### config.mk
export PLATFORM = sky130hd
export DESIGN_NAME = pc_sequencer
export DESIGN_NICKNAME = d
export VERILOG_FILES = /design/src/rtl/pc_seq_pkg.sv /design/src/rtl/pc_next_sel.sv /design/src/rtl/pc_sequencer.sv
export SDC_FILE = /design/constraint.sdc
export NUM_CORES = 1
export LEC_CHECK = 0
export CORE_MARGIN = 8
export CORE_UTILIZATION = 50
export CTS_CLUSTER_DIAMETER = 80
export DETAILED_ROUTE_END_ITERATION = 6
export GPL_TIMING_DRIVEN = 0
export PLACE_DENSITY = 0.88
export SYNTH_ARGS = -nofsm -noshare
export SYNTH_HDL_FRONTEND = slang
export SYNTH_HIERARCHICAL = 1
export SYNTH_SLANG_ARGS = --single-unit
### constraint.sdc
create_clock -name clk -period 2.8 [get_ports clk]
set_input_delay 0.28 -clock clk [delete_from_list [all_inputs] [get_ports clk]]
set_output_delay 0.28 -clock clk [all_outputs]
set_load 0.05 [all_outputs]
### src/rtl/pc_seq_pkg.sv
// pc_seq_pkg: shared types and constants for the fetch PC sequencer.
//   state_e      : sequencer states BOOT / RUN / HOLD
//   cause_e      : redirect cause encoding driven on redirect_cause
//   RESET_VECTOR : PC loaded by reset and held through the boot cycle
//   EXC_VECTOR   : exception entry address (used when PC_SEQ_EXC_EN is defined)
//   STALL_CNT_W  : width of the saturating stall counter
package pc_seq_pkg;

   typedef enum logic [1:0] {
      BOOT = 2'd0,
      RUN  = 2'd1,
      HOLD = 2'd2
   } state_e;

   typedef enum logic [1:0] {
      CAUSE_NONE   = 2'b00,
      CAUSE_JUMP   = 2'b01,
      CAUSE_BRANCH = 2'b10,
      CAUSE_EXC    = 2'b11
   } cause_e;

   localparam logic [31:0] RESET_VECTOR = 32'h0000_0000;
   localparam logic [31:0] EXC_VECTOR   = 32'h0000_0080;
   localparam int          STALL_CNT_W  = 8;

   // Redirect targets are word aligned by dropping the two low bits.
   function automatic logic [31:0] word_align(input logic [31:0] a);
      return {a[31:2], 2'b00};
   endfunction

endpackage

### src/rtl/pc_next_sel.sv
// pc_next_sel: combinational priority selector for the next fetch PC.
//   Optional feature macro: PC_SEQ_EXC_EN (adds the exc input, top priority).
//   Ports:
//     pc            in  32  current fetch PC
//     stall         in  1   hazard hold request
//     branch_taken  in  1   EX branch resolved taken
//     branch_target in  32  branch destination
//     jump          in  1   ID jump decoded
//     jump_target   in  32  jump destination
//     exc           in  1   exception request (PC_SEQ_EXC_EN only)
//     pend_cause    in  2   cause of a redirect latched during boot (NONE if empty)
//     pend_tgt      in  32  target of the latched redirect
//     cause         out 2   selected redirect cause
//     tgt           out 32  raw (unaligned) selected target
//     nxt_pc        out 32  next PC: aligned target, held PC, or PC + 4
//     flush         out 1   a redirect was selected
//     align         out 1   the selected target had nonzero bits [1:0]
module pc_next_sel
   import pc_seq_pkg::*;
(
   input  logic [31:0] pc,
   input  logic        stall,
   input  logic        branch_taken,
   input  logic [31:0] branch_target,
   input  logic        jump,
   input  logic [31:0] jump_target,
`ifdef PC_SEQ_EXC_EN
   input  logic        exc,
`endif
   input  cause_e      pend_cause,
   input  logic [31:0] pend_tgt,
   output cause_e      cause,
   output logic [31:0] tgt,
   output logic [31:0] nxt_pc,
   output logic        flush,
   output logic        align
);

   // A pending boot-time redirect outranks every live request because the
   // instruction presenting those live requests is itself being squashed.
   always_comb begin
      cause = CAUSE_NONE;
      tgt   = pc;
      if (pend_cause != CAUSE_NONE) begin
         cause = pend_cause;
         tgt   = pend_tgt;
      end
`ifdef PC_SEQ_EXC_EN
      else if (exc) begin
         cause = CAUSE_EXC;
         tgt   = EXC_VECTOR;
      end
`endif
      else if (branch_taken) begin
         cause = CAUSE_BRANCH;
         tgt   = branch_target;
      end
      else if (jump) begin
         cause = CAUSE_JUMP;
         tgt   = jump_target;
      end
      flush  = cause != CAUSE_NONE;
      align  = flush && (tgt[1:0] != 2'b00);
      nxt_pc = flush ? word_align(tgt) : stall ? pc : pc + 32'd4;
   end

endmodule

### src/rtl/pc_sequencer.sv
// pc_sequencer: owns and sequences the fetch program counter.
//   Optional feature macro: PC_SEQ_EXC_EN (exception input, vector EXC_VECTOR, cause 11).
//   Ports:
//     clk            in  1   clock, rising edge
//     reset          in  1   asynchronous active-high reset
//     stall          in  1   hazard unit hold request
//     branch_taken   in  1   EX branch resolved taken
//     branch_target  in  32  branch destination
//     jump           in  1   ID jump decoded
//     jump_target    in  32  jump destination
//     exc            in  1   exception request (PC_SEQ_EXC_EN only)
//     pc             out 32  current fetch address
//     pc_plus4       out 32  pc + 4
//     fetch_valid    out 1   fetch address valid (low during boot)
//     flush          out 1   squash younger stages, same cycle as accepted redirect
//     redirect_cause out 2   00 none, 01 jump, 10 branch, 11 exception
//     align_err      out 1   registered pulse: accepted target was misaligned
//     stall_cnt      out 8   consecutive stall cycles, saturating
module pc_sequencer
   import pc_seq_pkg::*;
(
   input  logic                   clk,
   input  logic                   reset,
   input  logic                   stall,
   input  logic                   branch_taken,
   input  logic [31:0]            branch_target,
   input  logic                   jump,
   input  logic [31:0]            jump_target,
`ifdef PC_SEQ_EXC_EN
   input  logic                   exc,
`endif
   output logic [31:0]            pc,
   output logic [31:0]            pc_plus4,
   output logic                   fetch_valid,
   output logic                   flush,
   output logic [1:0]             redirect_cause,
   output logic                   align_err,
   output logic [STALL_CNT_W-1:0] stall_cnt
);

   state_e                 state_q, state_d;
   logic [31:0]            pc_q, pc_d;
   logic [31:0]            pend_tgt_q, pend_tgt_d;
   cause_e                 pend_cause_q, pend_cause_d;
   logic [STALL_CNT_W-1:0] stall_cnt_q, stall_cnt_d;
   logic                   align_err_q, align_err_d;
   cause_e                 sel_cause;
   logic [31:0]            sel_tgt, sel_pc;
   logic                   sel_flush, sel_align;
   logic                   boot;

   assign boot = state_q == BOOT;

   pc_next_sel u_sel (
      .pc            (pc_q),
      .stall         (stall),
      .branch_taken  (branch_taken),
      .branch_target (branch_target),
      .jump          (jump),
      .jump_target   (jump_target),
`ifdef PC_SEQ_EXC_EN
      .exc           (exc),
`endif
      .pend_cause    (pend_cause_q),
      .pend_tgt      (pend_tgt_q),
      .cause         (sel_cause),
      .tgt           (sel_tgt),
      .nxt_pc        (sel_pc),
      .flush         (sel_flush),
      .align         (sel_align)
   );

   always_ff @(posedge clk or posedge reset)
      if (reset) state_q <= BOOT;
      else       state_q <= state_d;

   always_comb begin
      state_d = (!boot && !sel_flush && stall) ? HOLD : RUN;
   end

   // Nothing is accepted during boot; requests there only fill the pending slot.
   always_comb begin
      fetch_valid    = !boot;
      flush          = !boot && sel_flush;
      redirect_cause = boot ? CAUSE_NONE : sel_cause;
   end

   // The pending slot is written only on the boot cycle and emptied on the
   // following cycle, which is the one that applies it.
   always_comb begin
      pc_d         = boot ? RESET_VECTOR : sel_pc;
      pend_cause_d = boot ? sel_cause : CAUSE_NONE;
      pend_tgt_d   = boot ? sel_tgt : pend_tgt_q;
      align_err_d  = !boot && sel_align;
      stall_cnt_d  = (boot || sel_flush || !stall) ? '0 :
                     (stall_cnt_q == {STALL_CNT_W{1'b1}}) ? stall_cnt_q : stall_cnt_q + 1'b1;
   end

   always_ff @(posedge clk or posedge reset)
      if (reset) begin
         pc_q         <= RESET_VECTOR;
         pend_cause_q <= CAUSE_NONE;
         pend_tgt_q   <= '0;
         stall_cnt_q  <= '0;
         align_err_q  <= 1'b0;
      end else begin
         pc_q         <= pc_d;
         pend_cause_q <= pend_cause_d;
         pend_tgt_q   <= pend_tgt_d;
         stall_cnt_q  <= stall_cnt_d;
         align_err_q  <= align_err_d;
      end

   assign pc        = pc_q;
   assign pc_plus4  = pc_q + 32'd4;
   assign stall_cnt = stall_cnt_q;
   assign align_err = align_err_q;

endmodule
**Word-level counts from Yosys, hierarchy flattened**

Index checks and enable logic that the tools add are counted.
W data, S select, Z words.

- Bits in registers: 77
- Bits of input ports: 69

- Eq/ne operators: 3
- Reduce and logical (&&, ||, !) cells: 14
- Add/sub/neg operators: 2
- Mux-type cells: 14

Operators with widths:

| kind | count |
|---|---|
| $mux W32 | 6 |
| $add A32 B3 Y32 const B | 1 |
| $mux W8 | 2 |
| $mux W2 | 5 |
| $add A8 B1 Y8 const B | 1 |
| $eq A8 B8 Y1 const B | 1 |
| $reduce_bool A2 Y1 | 3 |
| $logic_and A1 B1 Y1 | 5 |
| $logic_not A1 Y1 | 3 |
| $ne A3 B1 Y1 const B | 1 |
| $logic_not A2 Y1 | 1 |
| $logic_or A1 B1 Y1 | 2 |
| $ne A2 B2 Y1 const B | 1 |
| $mux W1 | 1 |

**Longest topological paths before layout**

- Depth after elaboration: 8
- Mapped depth: 9

**Cells and area by module**

Netlist, hierarchy kept.

Modules (own cells, without submodules):

| module | area each (µm²) | cells an instance | times used |
|---|---|---|---|
| pc_sequencer | 3369.5 | 273 | 1 |
| pc_next_sel | 2170.8 | 329 | 1 |

**Worst setup path after synthesis**

OpenSTA, ideal clock, no wires.

- Kind: flip-flop to output port
- Start point: reg pc_q[2], in the netlist pc[2]
- End point: out pc_plus4[24]
- Buffers on the path: 0
- Cell stages (with the launch flop): 6
- Data arrival time: 2561 ps
- Setup slack: -41 ps
- Path through: dfrtp_1 ha_1 nand4_1 nor3_4 nand4_1 xnor2_1

- Word-level cells in the longest chain between the ends: 1

Ends and longest elaborated chain:

| element | line | text |
|---|---|---|
| start, declared | pc_sequencer.sv:42 | `logic [31:0] pc_q, pc_d;` |
| start signal, assigned | pc_sequencer.sv:107 | `pc_q <= pc_d;` |
| $add A32 B3 Y32 | pc_sequencer.sv:115 | `assign pc_plus4 = pc_q + 32'd4;` |
| end, declared | pc_sequencer.sv:33 | `output logic [31:0] pc_plus4,` |

Every way passes these cells.

**Worst setup path after layout**

- Start point: reg pc_q[21], in the netlist pc[21]
- End point: out pc_plus4[29]

Same word-level chain as after synthesis.

==> run_results.csv <==
group,metric,value,unit
drt,final_antenna_net_count,0,
placed_design,dpl.cell_count,886,
power_and_ir_drop,net-switching-power,1.74,mW
global_routing,grt_pass1_vias,5524,
die,die_y,121,microns
cells_and_area,final_nets,832,
setup_path,crit_type,"reg2out",
worst_hold_path,hold_path_class,"in2async",
clocking,holdBufCountCts,0,
clocking,clockRootBuffer,"clkbuf_8",
setup_path,worstSetupEndpointType,"output pin",
cells_and_area,instances_no_fill,905,
yosys,synth.avg_cell_area,9.20,sq um
setup_path,ff2ff_setup_slack,0.27,ns
drt,route.met3.wl,1.33,mm
sta,slew_viol_final,0,
yosys,netlist_area,5540,sq um
clocking,htree_levels,3,
die,core_area,10800,sq um
setup_path,critPathArrivalTime,2.46,ns
yosys,async_flop_share,1.00,
global_routing,grt_pass1_wl,28.9,mm
sta,finalSetupViolations,0,
setup_path,critical_path.max_fanout,10,
power_and_ir_drop,sw_frac_of_total,0.424,
cells_and_area,antenna_cells,0,
run_status,outcome,"finished clean",
drt,wl,18.3,mm
yosys,synth_warnings,6,
placed_design,io_buffer_count,143,
sta,skew,0.00914,ns
power_and_ir_drop,power.total,4.10,mW
die,die_w,121,microns
yosys,synth.largest_area_cell,"dfrtp_1",
drt,avgViaCountPerCell,6.00,
global_routing,gr-total-overflow,0,
die,rows,38,
yosys,syn_nets,674,
yosys,synth_ff_type,"dfrtp_1",
power_and_ir_drop,seqPwrFrac,0.395,
placed_design,dpl.hpwl,13.8,mm
die,dieArea,14700,sq um
sta,fin_ws,0.0567,ns
yosys,yosysUniqueCellTypes,53,
yosys,synth_top_area_share,0.348,
power_and_ir_drop,ir_drop,251,uV
sta,whs,0.243,ns
placed_design,place_ws,-0.443,ns
yosys,synth_cells,602,
power_and_ir_drop,p_leak,3.17,nW
drt,vias,5434,
setup_path,required,2.52,ns
setup_path,critPathLaunchType,"flip-flop",
power_and_ir_drop,p_int,2.36,mW
power_and_ir_drop,powerDensity,552,nW/um^2
yosys,yosysMostFrequentCell,"dfrtp_1",
sta,rsz0062_at_grt,"no",
clocking,clk_pin_slew,0.08,ns
flow_run,cap_violations,0,
global_routing,grt_usage,0.247,
drt,drt-pass1-iter-count,5,
yosys,ys_ff_latch,77,
cells_and_area,drive_gt1_frac,0.193,
yosys,synthTopCellsByArea,"dfrtp_1, mux2_2, mux2i_1, nand2_1, and2_1",
sta,post-route-min-period,2.74,ns
sta,relSlewSlack,0.329,
drt,route.met2.wl,8.85,mm
clocking,clock_latency,0.36,ns
yosys,yosysSeqAreaShare,0.348,
drt,highest-signal-layer,"met4",
clocking,cts.path.max_buffers,2,
global_routing,grt_max_degree,54,
power_and_ir_drop,clock_power_share,0.178,
drt,drc_errors,0,
setup_path,reg2regPathDepth,6,
drt,drtIter0Drc,385,
die,ioPinCount,146,
global_routing,antenna_found_initial,0,
sta,hold_viol,0,
die,initial_utilization,0.511,
clocking,cts_tree,"yes",
drt,drt-met1-wl,7.60,mm
placed_design,gp_routability_congestion,0.907,
setup_path,r2r-start,"pc[2]$_DFF_PP0_",
power_and_ir_drop,combPwrFrac,0.428,
clocking,clock_sinks,77,
yosys,synth-edff-count,0,
setup_path,r2r-end,"pc[28]$_DFF_PP0_",
sta,max_freq,0.365,GHz
drt,wl_per_cell,20.2,microns
yosys,yosys-top-cells-count,"dfrtp_1, nand2_1, mux2_2, and2_1, mux2i_1",
cells_and_area,area_growth,34.0,%
clocking,cts_buffers,9,
sta,tightest_slew,0.998,ns
sta,finalCritPeriodShare,0.980,
==> worst max path at each step <==
stage	from	endpoint	cells past startpoint
floorplan	pc[2]$_DFF_PP0_	pc_plus4[22]	5
global placement	reset	pend_tgt_q[12]$_DFFE_PP0P_	2
detailed placement	pc[2]$_DFF_PP0_	pc_plus4[26]	6
CTS	pc[10]$_DFF_PP0_	pc_plus4[29]	5
global route	pc[2]$_DFF_PP0_	pc_plus4[26]	8
finish	pc[21]$_DFF_PP0_	pc_plus4[29]	5
==> final cells by class <==
class                           instances  area, sq um
Buffer                                 37          160
Fill cell                             875         3420
Timing Repair Buffer                  148         1460
Multi-Input combinational cell        470         3470
Tap cell                              140          175
Inverter                               17         66.3
Clock inverter                          2         10.0
Sequential cell                        77         1940
Clock buffer                           14          143
==> power by group through the flow <==
stage               clock network, mW  registers [mW]  logic, mW
floorplan                           0            1.80      0.956
global placement                    0            1.61       1.73
detailed placement                  0            1.63       1.78
CTS                             0.736            1.61       1.76
global route                    0.794            1.65       1.84
finish                          0.727            1.62       1.75
==> metrics by stage <==
stage	area, sq um	utilization	setup TNS [ns]
floorplan	5590	-	0
global placement	7200	0.664	-55.48
detailed placement	7230	0.667	-3.80
CTS	7430	0.686	-0.0889
global route	7420	0.685	0
finish	7420	0.685	0
==> placed cells by master, fill, tap and decap left out, types with 26 or more instances in the layout <==
master and instances:
clkdlybuf4s50_1 115, nand2_1 73, dfrtp_1 68, mux2_2 61, and2_1 43, mux2i_1 31, clkbuf_1 29, nor2_1 28
o21ai_0 27, nand4_1 26
==> per-layer routing <==
| metal | track usage | vias to the layer above |
|---|---|---|
| li1 | - | 2481 |
| met1 | 0.311 | 2661 |
| met2 | 0.409 | 247 |
| met3 | 0.0489 | 45 |
| met4 | 0.0941 | 0 |
| met5 | 0 | - |
==> logic make-up (layout without fill, tap and decap cells) <==
group | after synthesis | after routing | share of synthesized area
AOI/OAI and AO/OA | 87 | 87 | 0.111
xor gates and xnor gates | 42 | 42 | 0.0664
adders and majority gates | 3 | 3 | 0.00678
buffers and inverters | 55 | 218 | 0.0409
DFF | 77 | 77 | 0.348
muxes | 92 | 92 | 0.180
and+or+nand+nor | 246 | 246 | 0.247
==> sequential cells by signal, summed over array words and instances, names as in the netlist <==
name / flops
pend_cause_q: 2
stall_cnt: 8
state_q: 2
align_err: 1
pend_tgt_q: 32
pc: 32
==> what timing repair did <==
action	4_1_cts	5_1_grt
resized for setup	63	31
setup buffers	4	0
endpoints found under the setup margin	27	25
pin swaps	2	0
==> worst max-delay path: stages (launching register included) <==
cell and delay [ns]:
dfrtp_1 0.62, nand4_1 0.33, nor4_4 0.34, nand4_1 0.20, xnor2_1 0.20, clkdlybuf4s15_2 0.40
(Power assumes the default switching activity.)
